==> config.mk <==
export PLATFORM = sky130hd
export DESIGN_NAME = alu_share_arbiter_flat
export DESIGN_NICKNAME = d
export VERILOG_FILES = /design/src/rtl/alu_share_arbiter_if.sv /design/src/rtl/alu_share_arbiter.sv /design/src/flat_wrapper.sv
export SDC_FILE = /design/constraint.sdc
export NUM_CORES = 1
export LEC_CHECK = 0
export ABC_CLOCK_PERIOD_IN_PS = 6500
export BUFFER_PORTS_ARGS = -buffer_cell sky130_fd_sc_hd__buf_2
export CAP_MARGIN = 5
export CORE_AREA = 5 5 118 120
export CTS_CLUSTER_DIAMETER = 50
export DETAILED_ROUTE_END_ITERATION = 10
export DIE_AREA = 0 0 123 125
export GPL_TIMING_DRIVEN = 0
export PLACE_DENSITY_LB_ADDON = 0.15
export SKIP_LAST_GASP = 1
export SLEW_MARGIN = 10
export SYNTH_ARGS = -nofsm -noshare
export SYNTH_HDL_FRONTEND = slang
export SYNTH_SLANG_ARGS = --single-unit
==> constraint.sdc <==
create_clock -name clk_i -period 6.5 [get_ports clk_i]
set_input_delay 0.65 -clock clk_i [delete_from_list [all_inputs] [get_ports clk_i]]
set_output_delay 0.65 -clock clk_i [all_outputs]
set_load 0.005 [all_outputs]
==> src/rtl/alu_share_arbiter_if.sv <==
// Request/response/ALU bundle shared between alu_share_arbiter and its environment.
// slave = arbiter side, master = requesters + response consumer + shared ALU.
interface alu_share_arbiter_if #(
  parameter int DATA_W = 32,
  parameter int CTRL_W = 4
);
  logic              req0_valid_i, req0_ready_o;
  logic [DATA_W-1:0] req0_src1_i, req0_src2_i;
  logic [CTRL_W-1:0] req0_ctrl_i;
  logic              req1_valid_i, req1_ready_o;
  logic [DATA_W-1:0] req1_src1_i, req1_src2_i;
  logic [CTRL_W-1:0] req1_ctrl_i;
  logic              rsp_valid_o, rsp_ready_i, rsp_id_o, rsp_zero_o, rsp_err_o;
  logic [DATA_W-1:0] rsp_result_o;
  logic [DATA_W-1:0] alu_src1_o, alu_src2_o, alu_result_i;
  logic [CTRL_W-1:0] alu_ctrl_o;

  modport slave (
    input  req0_valid_i, req0_src1_i, req0_src2_i, req0_ctrl_i,
    input  req1_valid_i, req1_src1_i, req1_src2_i, req1_ctrl_i,
    input  rsp_ready_i, alu_result_i,
    output req0_ready_o, req1_ready_o,
    output rsp_valid_o, rsp_id_o, rsp_result_o, rsp_zero_o, rsp_err_o,
    output alu_src1_o, alu_src2_o, alu_ctrl_o
  );

  modport master (
    output req0_valid_i, req0_src1_i, req0_src2_i, req0_ctrl_i,
    output req1_valid_i, req1_src1_i, req1_src2_i, req1_ctrl_i,
    output rsp_ready_i, alu_result_i,
    input  req0_ready_o, req1_ready_o,
    input  rsp_valid_o, rsp_id_o, rsp_result_o, rsp_zero_o, rsp_err_o,
    input  alu_src1_o, alu_src2_o, alu_ctrl_o
  );
endinterface

==> src/rtl/alu_share_arbiter.sv <==
// Round-robin sharing of one combinational ALU between two requesters (IDLE->EXEC->RESP).
// Optional grant counters are built only when ALU_ARB_STATS_EN is defined.
module alu_share_arbiter #(
  parameter int DATA_W = 32,
  parameter int CTRL_W = 4,
  parameter int CNT_W  = 16
) (
  input  logic             clk_i,
  input  logic             rst_i,
  alu_share_arbiter_if.slave bus,
  output logic             busy_o,
  output logic [CNT_W-1:0] grant_cnt0_o,
  output logic [CNT_W-1:0] grant_cnt1_o
);
  typedef enum logic [1:0] {IDLE, EXEC, RESP} state_t;

  state_t            r_state, w_nstate;
  logic              r_last_grant, r_id, r_illegal;
  logic [DATA_W-1:0] r_src1, r_src2;
  logic [CTRL_W-1:0] r_ctrl;
  logic              r_rsp_id, r_rsp_zero, r_rsp_err;
  logic [DATA_W-1:0] r_rsp_result;

  logic              w_gnt_id, w_ready0, w_ready1, w_hs, w_legal;
  logic [DATA_W-1:0] w_src1, w_src2;
  logic [CTRL_W-1:0] w_ctrl;

  function automatic logic is_legal(input logic [CTRL_W-1:0] c);
    return (c == CTRL_W'(0)) || (c == CTRL_W'(1)) || (c == CTRL_W'(2)) ||
           (c == CTRL_W'(6)) || (c == CTRL_W'(7));
  endfunction

  always_ff @(posedge clk_i or posedge rst_i) begin
    if (rst_i) r_state <= IDLE;
    else       r_state <= w_nstate;
  end

  always_comb begin
    w_nstate = r_state;
    w_gnt_id = 1'b0;
    w_ready0 = 1'b0;
    w_ready1 = 1'b0;
    case (r_state)
      IDLE: begin
        // On a tie the requester that did not win last time gets the grant.
        if (bus.req0_valid_i && bus.req1_valid_i) w_gnt_id = ~r_last_grant;
        else                                      w_gnt_id = bus.req1_valid_i;
        w_ready0 = bus.req0_valid_i && !w_gnt_id;
        w_ready1 = bus.req1_valid_i &&  w_gnt_id;
        if (w_ready0 || w_ready1) w_nstate = EXEC;
      end
      EXEC:    w_nstate = RESP;
      RESP:    if (bus.rsp_ready_i) w_nstate = IDLE;
      default: w_nstate = IDLE;
    endcase
  end

  assign w_hs    = w_ready0 || w_ready1;
  assign w_src1  = w_gnt_id ? bus.req1_src1_i : bus.req0_src1_i;
  assign w_src2  = w_gnt_id ? bus.req1_src2_i : bus.req0_src2_i;
  assign w_ctrl  = w_gnt_id ? bus.req1_ctrl_i : bus.req0_ctrl_i;
  assign w_legal = is_legal(w_ctrl);

  always_ff @(posedge clk_i or posedge rst_i) begin
    if (rst_i) begin
      r_last_grant <= 1'b1;
      r_id         <= 1'b0;
      r_illegal    <= 1'b0;
      r_src1       <= '0;
      r_src2       <= '0;
      r_ctrl       <= '0;
      r_rsp_id     <= 1'b0;
      r_rsp_zero   <= 1'b0;
      r_rsp_err    <= 1'b0;
      r_rsp_result <= '0;
    end else begin
      if (w_hs) begin
        r_src1       <= w_src1;
        r_src2       <= w_src2;
        // Illegal codes still run through the ALU, but as a harmless AND.
        r_ctrl       <= w_legal ? w_ctrl : '0;
        r_illegal    <= !w_legal;
        r_id         <= w_gnt_id;
        r_last_grant <= w_gnt_id;
      end
      if (r_state == EXEC) begin
        r_rsp_id     <= r_id;
        r_rsp_result <= r_illegal ? '0 : bus.alu_result_i;
        r_rsp_zero   <= r_illegal || (bus.alu_result_i == '0);
        r_rsp_err    <= r_illegal;
      end
    end
  end

  assign bus.req0_ready_o = w_ready0;
  assign bus.req1_ready_o = w_ready1;
  assign bus.rsp_valid_o  = (r_state == RESP);
  assign bus.rsp_id_o     = r_rsp_id;
  assign bus.rsp_result_o = r_rsp_result;
  assign bus.rsp_zero_o   = r_rsp_zero;
  assign bus.rsp_err_o    = r_rsp_err;
  assign bus.alu_src1_o   = (r_state != IDLE) ? r_src1 : '0;
  assign bus.alu_src2_o   = (r_state != IDLE) ? r_src2 : '0;
  assign bus.alu_ctrl_o   = (r_state != IDLE) ? r_ctrl : '0;
  assign busy_o           = (r_state != IDLE);

`ifdef ALU_ARB_STATS_EN
  logic [CNT_W-1:0] r_cnt0, r_cnt1;
  always_ff @(posedge clk_i or posedge rst_i) begin
    if (rst_i) begin
      r_cnt0 <= '0;
      r_cnt1 <= '0;
    end else begin
      if (w_ready0) r_cnt0 <= r_cnt0 + 1'b1;
      if (w_ready1) r_cnt1 <= r_cnt1 + 1'b1;
    end
  end
  assign grant_cnt0_o = r_cnt0;
  assign grant_cnt1_o = r_cnt1;
`else
  assign grant_cnt0_o = '0;
  assign grant_cnt1_o = '0;
`endif
endmodule

==> src/flat_wrapper.sv <==
// flat-port wrapper written by rule: the top's interface ports become plain ports
module alu_share_arbiter_flat 
#(
  parameter int DATA_W = 32,
  parameter int CTRL_W = 4,
  parameter int CNT_W  = 16
)
  (clk_i, rst_i, busy_o, grant_cnt0_o, grant_cnt1_o, bus_req0_valid_i, bus_req0_src1_i, bus_req0_src2_i, bus_req0_ctrl_i, bus_req1_valid_i, bus_req1_src1_i, bus_req1_src2_i, bus_req1_ctrl_i, bus_rsp_ready_i, bus_alu_result_i, bus_req0_ready_o, bus_req1_ready_o, bus_rsp_valid_o, bus_rsp_id_o, bus_rsp_result_o, bus_rsp_zero_o, bus_rsp_err_o, bus_alu_src1_o, bus_alu_src2_o, bus_alu_ctrl_o);
  alu_share_arbiter_if #(.DATA_W(DATA_W), .CTRL_W(CTRL_W)) bus_i ();
  input  logic clk_i;
  input  logic rst_i;
  output logic busy_o;
  output logic [CNT_W-1:0] grant_cnt0_o;
  output logic [CNT_W-1:0] grant_cnt1_o;
  input wire logic [$bits(bus_i.req0_valid_i)-1:0] bus_req0_valid_i;
  input wire logic [$bits(bus_i.req0_src1_i)-1:0] bus_req0_src1_i;
  input wire logic [$bits(bus_i.req0_src2_i)-1:0] bus_req0_src2_i;
  input wire logic [$bits(bus_i.req0_ctrl_i)-1:0] bus_req0_ctrl_i;
  input wire logic [$bits(bus_i.req1_valid_i)-1:0] bus_req1_valid_i;
  input wire logic [$bits(bus_i.req1_src1_i)-1:0] bus_req1_src1_i;
  input wire logic [$bits(bus_i.req1_src2_i)-1:0] bus_req1_src2_i;
  input wire logic [$bits(bus_i.req1_ctrl_i)-1:0] bus_req1_ctrl_i;
  input wire logic [$bits(bus_i.rsp_ready_i)-1:0] bus_rsp_ready_i;
  input wire logic [$bits(bus_i.alu_result_i)-1:0] bus_alu_result_i;
  output wire logic [$bits(bus_i.req0_ready_o)-1:0] bus_req0_ready_o;
  output wire logic [$bits(bus_i.req1_ready_o)-1:0] bus_req1_ready_o;
  output wire logic [$bits(bus_i.rsp_valid_o)-1:0] bus_rsp_valid_o;
  output wire logic [$bits(bus_i.rsp_id_o)-1:0] bus_rsp_id_o;
  output wire logic [$bits(bus_i.rsp_result_o)-1:0] bus_rsp_result_o;
  output wire logic [$bits(bus_i.rsp_zero_o)-1:0] bus_rsp_zero_o;
  output wire logic [$bits(bus_i.rsp_err_o)-1:0] bus_rsp_err_o;
  output wire logic [$bits(bus_i.alu_src1_o)-1:0] bus_alu_src1_o;
  output wire logic [$bits(bus_i.alu_src2_o)-1:0] bus_alu_src2_o;
  output wire logic [$bits(bus_i.alu_ctrl_o)-1:0] bus_alu_ctrl_o;
  assign bus_i.req0_valid_i = bus_req0_valid_i;
  assign bus_i.req0_src1_i = bus_req0_src1_i;
  assign bus_i.req0_src2_i = bus_req0_src2_i;
  assign bus_i.req0_ctrl_i = bus_req0_ctrl_i;
  assign bus_i.req1_valid_i = bus_req1_valid_i;
  assign bus_i.req1_src1_i = bus_req1_src1_i;
  assign bus_i.req1_src2_i = bus_req1_src2_i;
  assign bus_i.req1_ctrl_i = bus_req1_ctrl_i;
  assign bus_i.rsp_ready_i = bus_rsp_ready_i;
  assign bus_i.alu_result_i = bus_alu_result_i;
  assign bus_req0_ready_o = bus_i.req0_ready_o;
  assign bus_req1_ready_o = bus_i.req1_ready_o;
  assign bus_rsp_valid_o = bus_i.rsp_valid_o;
  assign bus_rsp_id_o = bus_i.rsp_id_o;
  assign bus_rsp_result_o = bus_i.rsp_result_o;
  assign bus_rsp_zero_o = bus_i.rsp_zero_o;
  assign bus_rsp_err_o = bus_i.rsp_err_o;
  assign bus_alu_src1_o = bus_i.alu_src1_o;
  assign bus_alu_src2_o = bus_i.alu_src2_o;
  assign bus_alu_ctrl_o = bus_i.alu_ctrl_o;
  alu_share_arbiter #(.DATA_W(DATA_W), .CTRL_W(CTRL_W), .CNT_W(CNT_W)) u_core (.clk_i(clk_i), .rst_i(rst_i), .bus(bus_i), .busy_o(busy_o), .grant_cnt0_o(grant_cnt0_o), .grant_cnt1_o(grant_cnt1_o));
endmodule
Yosys cells after proc, flatten, opt, wreduce, memory -nomap -nowiden:

Cells that the tools add are included.

* bits in registers: 108
* input bits: 173
* output and inout bits: 139
* logic and storage cells: 53

* equal/unequal tests: 8
* mux-type cells: 16
* bitwise logic cells: 1
* reductions and logical operators: 17

Operator list (count)
* $mux W32: 5
* $logic_not A32 Y1: 1
* $mux W4: 3
* $eq A4 B3 Y1 const B: 2
* $logic_or A1 B1 Y1: 7
* $pmux W2 S3: 1
* $mux W1: 5
* $eq A4 B1 Y1 const B: 1
* $eq A4 B2 Y1 const B: 1
* $logic_not A4 Y1: 1
* $mux W2: 2
* $logic_and A1 B1 Y1: 3
* $eq A2 B1 Y1 const B: 1
* $eq A2 B2 Y1 const B: 1
* $logic_not A1 Y1: 2
* $logic_not A2 Y1: 1
* $ne A2 B1 Y1 const B: 1
* $ne A2 B2 Y1 const B: 1
* $reduce_and A2 Y1: 1
* $reduce_bool A2 Y1: 1
* $not A1 Y1: 1

Longest topological paths before layout:

Gate-level depths: netlist of the first run.

* depth in word-level cells: 11
* gate-level depth with buffers: 7
* gate-level depth less buffers: 5

Least setup slack after synthesis of the first run:

OpenSTA, ideal clock, no wires.

* path type: input-to-output
* start point: input bus_req1_valid_i
* end point: output bus_req1_ready_o
* arrival: 1231 ps
* required time: 5850 ps
* path slack: 4619 ps
* stages on the path: 4
* path buffers: 1
* path through: a21boi_4 -> nand2_2 -> inv_2 -> buf_2

* cells in the longest elaborated chain, start to end: 5

RTL lines
* start: declaration: line flat_wrapper.sv:19 `input wire logic [$bits(bus_i.req1_valid_i)-1:0] bus_req1_valid_i;`
* $logic_and A1 B1 Y1: line alu_share_arbiter.sv:46 `if (bus.req0_valid_i && bus.req1_valid_i) w_gnt_id = ~r_last_grant;`
* $mux W1: line alu_share_arbiter.sv:46
* $mux W1: line alu_share_arbiter.sv:43 `case (r_state)`
* $logic_and A1 B1 Y1 (*): line alu_share_arbiter.sv:49 `w_ready1 = bus.req1_valid_i && w_gnt_id;`
* $mux W1 (*): line alu_share_arbiter.sv:43
* end: declaration: line flat_wrapper.sv:26 `output wire logic [$bits(bus_i.req1_ready_o)-1:0] bus_req1_ready_o;`

Mark *: on every way between the ends. The rest lies on a longest branch, timed or not. The select of a mux whose other input is x is not followed.

Final worst setup path of the first run:

Ends and elaborated chain as after synthesis.

==> results of run 1 <==
-- through the flow --
step                      instances  util [%]  hold WS, ns
after floorplan                 695         -       0.4402
after global placement         1150     56.85       0.4551
after detailed placement       1151     57.10       0.4645
after CTS                      1166     59.38       0.4041
after global routing           1166     59.38       0.4399
final                          1166     59.38       0.3892
-- state kept, by name, summed over array words and instances (netlist names) --
register                 cells
u_core.r_src2               32
u_core.r_src1               32
u_core.bus.rsp_result_o     32
u_core.r_last_grant          1
u_core.r_ctrl                4
u_core.r_id                  1
u_core.bus.rsp_err_o         1
u_core.r_illegal             1
u_core.bus.rsp_zero_o        1
u_core.bus.rsp_id_o          1
u_core.r_state               2
-- report_power, final --
part,internal (W),switching (W)
registers,0.00101,0.000162
clock network,0.000307,0.000247
logic,0.000800,0.000974
-- worst reg2reg max path: cells and delay by family, from the launching register on --
| kind | cells | cell delay [ns] |
|---|---|---|
| simple gates | 2 | 0.27 |
| flops | 1 | 0.42 |
| buf+inv | 3 | 0.65 |
| compound gates | 2 | 0.37 |
-- layout make-up --
type	count	area, um^2
multi-input cells	502	2509
well taps	176	220.2
repair buffers	280	1424
plain buffers	77	460.4
flip-flops and latches	108	2704
clock inverters	4	50.05
fillers	1266	5230
clock buffers	11	242.7
inverters	8	35.03
-- cells in the final DEF, fill, tap and decap left out, types with 3 or more instances in the layout --
cell type and count:
nand2_1 165, nor4_1 8, clkbuf_16 9, buf_2 296, conb_1 32, o21ai_0 34
inv_1 4, dfrtp_1 107, nand2b_1 35, buf_4 38, inv_2 3, a31oi_1 65
nor2_1 67, mux2_2 3, clkbuf_1 20, and2_1 69
-- path summary, 6_finish.rpt --
| path | start | endpoint | slack (ns) | cells past startpoint |
|---|---|---|---|---|
| worst max-delay path | bus_req1_valid_i | bus_req1_ready_o | 4.15 | 6 |
| worst min-delay path | rst_i | u_core.r_src2[14] | 0.39 | 2 |
| worst max register to register | u_core.r_state[1] | u_core.r_src1[6] | 4.70 | 7 |
| worst min register to register | u_core.bus.rsp_result_o[6] | u_core.bus.rsp_result_o[6] | 0.47 | 2 |
| max in group asynchronous | rst_i | u_core.r_last_grant | 5.41 | 3 |
| min in group clk_i | u_core.bus.rsp_result_o[6] | u_core.bus.rsp_result_o[6] | 0.47 | 2 |
-- layer usage --
layer / global-route usage, % / vias to the layer above / part of all wire [%] / wire, um
met4: 7.752 / 0 / 2.3 / 411
met3: 7.317 / 25 / 9.9 / 1745
met1: 27.10 / 2553 / 39 / 6845
li1: - / 2761 / - / -
met2: 37.95 / 215 / 49 / 8664
met5: 0 / - / 0 / 0
-- kinds of logic after synthesis --
logic type	Yosys count	share of synthesized area, %
buffers and inverters	85	8.779
AND/OR/NAND/NOR	350	28.87
flip-flops	108	48.40
AO/OA/AOI/OAI	114	12.77
XOR/XNOR	1	0.1568
multiplexers	5	0.9630
other	1	0.06712
==> impl_metrics.ini, run 1 <==
[floorplanning]
dieHeight_um = 125
ioPinCount = 312
die_x_um = 123
start_util_pct = 43.39
die-area_mm2 = 0.01538
core-area_mm2 = 0.01287
fp-row-count = 42

[synth]
ys_top_cells_by_area = dfrtp_1 48%, nand2_1 11%, and2_1 7.7%
netlist_instances = 664
async_reset_ff_share_pct = 100.0
syn_avg_cell_area_um2 = 8.414
yosysSeqAreaShare_pct = 48.40
yosysWarnings = 0
ys_types = 36
synthFlopType = dfrtp_1
synth_edf_count = 0
yosys.area.top_type_share_pct = 47.93
ys_top_cells_by_count = 165 x nand2_1, 107 x dfrtp_1, 69 x and2_1
yosysTopAreaCell = dfrtp_1
mappedNetlistArea_mm2 = 0.005587
ys_seq_elements = 108
yosysMostFrequentCell = nand2_1

[clock_tree]
postCtsSetupBuffers = 0
cts_resized = 0
path_clk_slew_ns = 0.07
cts_sinks = 108
cts_buffers = 9
htree_levels = 3
cts-root-buf = clkbuf_16
clock_latency_ns = 0.35
postCtsHoldBufs = 0
cts_tree = done
clock_path_buffers = 2

[grt]
antenna_found_initial = 0
grt_pass1_wl_mm = 27.47
grtUsageTotal_pct = 22.57
grt.overflow.total = 0
grt_start_max_net_pins = 66
grt_pass1_vias = 5515

[timing]
finalCritPeriodShare_pct = 36.12
slew_headroom_pct = 58.95
layout_min_cycle_time_ns = 2.348
finalClockSkew_ns = 0.004098
hold_violations = 0
rsz0062_at_grt = no
tightestPinTransition_ns = 0.6157
finalSetupViolations = 0
finalMaxSlewViolations = 0
worst_slack_ns = 4.152
final.setup.tns_ns = 0
max_freq_mhz = 426.0

[placement]
dp_slack_ns = 4.147
io_buffers = 279
post-dp-hpwl_mm = 13.80
placedInstanceArea_mm2 = 0.007352
gp_congestion = 0.8182

[worst_setup_path]
crit_path_cell_trace = buf_2, a21boi_4, nand2_2, inv_2, buf_2, buf_2
start_kind = input pin
critPathCaptureType = output port
worstPathRequired_ns = 5.85
worstSetupPathType = input pin to output port
arrival_ns = 1.70
crit_family = buffers and inverters
slowest_delay_ns = 0.26
crit_fanout = 10
crit_path_top_delay_cell = a21boi_4
critPathMostFrequentCell = buf_2
path_buf_inv = 4

[route]
antenna_left = 0
drtPass1Iterations = 7
drt_iter0_drc = 240
vias = 5554
wl_per_cell_um = 15.15
wirelength_mm = 17.67
vias_per_cell = 4.763
remaining_drc_errors = 0

[min_path]
hp-class = input pin to async pin

[layout]
final_cell_area_mm2 = 0.007645
area_growth_pct = 36.84
nets = 1159
drive_gt1_share_pct = 36.77
diodes = 0

[power_and_ir_drop]
p_per_area_mw_per_mm2 = 458.3
total_power_w = 0.003503
peakVddDrop_v = 0.0001656
p_leak_nw = 3.988

[run]
cap_violations = 0

[outcome]
status = finished clean
Power figures use the tool's default switching activity.
==> run 2, diff against run 1 <==
--- a/config.mk
+++ b/config.mk
@@ -5,13 +5,13 @@
 export SDC_FILE = /design/constraint.sdc
 export NUM_CORES = 1
 export LEC_CHECK = 0
-export ABC_CLOCK_PERIOD_IN_PS = 6500
+export ABC_CLOCK_PERIOD_IN_PS = 2400
 export BUFFER_PORTS_ARGS = -buffer_cell sky130_fd_sc_hd__buf_2
 export CAP_MARGIN = 5
-export CORE_AREA = 5 5 118 120
+export CORE_MARGIN = 5
+export CORE_UTILIZATION = 45
 export CTS_CLUSTER_DIAMETER = 50
 export DETAILED_ROUTE_END_ITERATION = 10
-export DIE_AREA = 0 0 123 125
 export GPL_TIMING_DRIVEN = 0
 export PLACE_DENSITY_LB_ADDON = 0.15
 export SKIP_LAST_GASP = 1
==> constraint.sdc (replaced) <==
create_clock -name clk_i -period 2.4 [get_ports clk_i]
set_input_delay 0.24 -clock clk_i [delete_from_list [all_inputs] [get_ports clk_i]]
set_output_delay 0.24 -clock clk_i [all_outputs]
set_load 0.005 [all_outputs]
==> run 2 against run 1 <==
  * First-iteration DRC count is 45% higher
  * Global-route usage is 1.0 points higher
  * Utilization grew 4.0 points
  * Routed wire length grew 0.53%
  * Sequential power rose to 2.7 times the previous value
  * Sequential share of layout area shrank 0.12 points
  * Sequential cell count did not move
  * Register-to-register slack lost 4.0 ns
  * Non-clock buffer count grew 3
  * Worst hold slack worse by 0.30 ns
==> impl_metrics.ini, run 2 (same netlist as run 1, synthesis figures left out) <==
[outcome]
status = finished clean

[grt]
grt_start_max_net_pins = 37
antenna_found_initial = 1
grt_pass1_wl_mm = 27.42
grt.overflow.total = 0
grt_pass1_vias = 5586
grtUsageTotal_pct = 23.61

[timing]
finalCritPeriodShare_pct = 83.28
max_freq_mhz = 500.3
slew_headroom_pct = 66.06
final.setup.tns_ns = 0
hold_violations = 0
finalSetupViolations = 0
finalMaxSlewViolations = 0
rsz0062_at_grt = no
finalClockSkew_ns = 0.004612
tightestPinTransition_ns = 0.5091
layout_min_cycle_time_ns = 1.999

[worst_setup_path]
regToRegSetupSlack_ns = 0.66
crit_path_cell_trace = nor2_4, inv_2, clkbuf_1, and2_1, buf_2
worstPathRequired_ns = 2.16
crit_path_top_delay_cell = dfrtp_1
start_kind = flop
critPathCaptureType = output port
arrival_ns = 1.76
crit_fanout = 10
r2r_cells = 7
r2r-start = u_core.r_state[1]
timing.rr.end = u_core.r_src1[23]
slowest_delay_ns = 0.41
worstSetupPathType = flop to output port

[route]
drtPass1Iterations = 4
antenna_left = 0
vias = 5600
remaining_drc_errors = 0
wl_per_cell_um = 15.28
drt_iter0_drc = 349
vias_per_cell = 4.819
wirelength_mm = 17.76

[layout]
nets = 1162
mostFrequentLayoutCell = buf_2
final_cell_area_mm2 = 0.007671
layout_common_cells = 296 x buf_2, 165 x nand2_1, 107 x dfrtp_1
final.fill_count = 1166
drive_gt1_share_pct = 36.66
area_growth_pct = 37.31

[clock_tree]
postCtsSetupBuffers = 0
clock_latency_ns = 0.35
path_clk_slew_ns = 0.07
cts-root-buf = clkbuf_16
clock_path_buffers = 2
htree_levels = 3
cts_sinks = 108
cts_buffers = 9
cts_tree = done

[floorplanning]
fp-row-count = 40
die_x_um = 121.4
start_util_pct = 46.13
die-area_mm2 = 0.01474
core-area_mm2 = 0.01211
ioPinCount = 312
dieHeight_um = 121.4

[power_and_ir_drop]
p_leak_nw = 4.005
p_per_area_mw_per_mm2 = 1236
peakVddDrop_v = 0.0004913

[placement]
placedInstanceArea_mm2 = 0.007373
post-dp-hpwl_mm = 13.99
gp_congestion = 0.8840
io_buffers = 279

[min_path]
hp-class = input pin to flop
hold_end = u_core.r_state[1]
min_from = bus_rsp_ready_i
holdPathStages = 2

[run]
cap_violations = 0
[run 2: cell types whose count changed in the layout (fill, tap and decap cells not counted), sizes merged]
cell	before	now
clkinvlp	2	1
buf	338	340
inv	8	7
clkbuf	30	32
diode	0	1
dlygate4sd3	0	1
[run 2: layout make-up]
class	instances	area (um^2)	area share, %
flip-flops and latches	108	2704	35.25
multi-input cells	502	2509	32.70
repair buffers	283	1466	19.12
plain buffers	77	460.4	6.002
clock buffers	13	250.2	3.262
well taps	168	210.2	2.740
clock inverters	2	35.03	0.4567
inverters	8	33.78	0.4404
diodes	1	2.502	0.03262
[run 2: metal layers]
layer | GRT usage, % | up-vias | routed length [um]
met4 | 9.174 | 0 | 378
met5 | 0 | - | 0
met1 | 28.18 | 2586 | 7016
met3 | 6.527 | 24 | 1572
li1 | - | 2770 | -
met2 | 40.31 | 220 | 8790
[run 2: worst max-delay path, delay by kind of cell (launching register included)]
family / cells / cell delay (ns)
buf+inv: 3 / 0.67
flops: 1 / 0.41
simple gates: 2 / 0.33
[run 2: worst max-delay path by stage]
| stage | from | end | slack [ns] |
|---|---|---|---|
| floorplan | rst_i | u_core.bus.rsp_err_o | 0.86 |
| global placement | rst_i | u_core.r_src1[16] | 0.07 |
| detailed placement | u_core.r_state[1] | u_core.r_src1[23] | 0.65 |
| CTS | u_core.r_state[1] | bus_alu_ctrl_o[0] | 0.34 |
| global route | u_core.r_state[0] | bus_alu_ctrl_o[0] | 0.25 |
| finish | u_core.r_state[0] | bus_alu_ctrl_o[0] | 0.40 |
[run 2: repair_timing]
item,4_1_cts,5_1_grt
hold buffers,1,0
endpoints found under the hold margin,9,0
gates resized for setup,0,0
[run 2: where the power goes]
| group | leakage, nW | internal, W | total, W | switching [W] |
|---|---|---|---|---|
| Combinational | 2.59 | 0.00217 | 0.00481 | 0.00264 |
| Sequential | 1.28 | 0.00275 | 0.00319 | 0.000440 |
| Clock | 0.140 | 0.000833 | 0.00148 | 0.000651 |
[run 2: stage by stage]
stage	worst slack (ns)	hold WS (ns)	cells	utilization [%]	total power, W
global route	0.2521	0.09732	1162	63.34	0.01029
finish	0.4013	0.08788	1162	63.34	0.009479
detailed placement	0.6501	0.2112	1145	60.88	0.008097
floorplan	0.8593	0.3476	695	-	0.006017
CTS	0.3355	0.08474	1161	63.32	0.009588
global placement	0.07192	0.4459	1142	60.38	0.008019
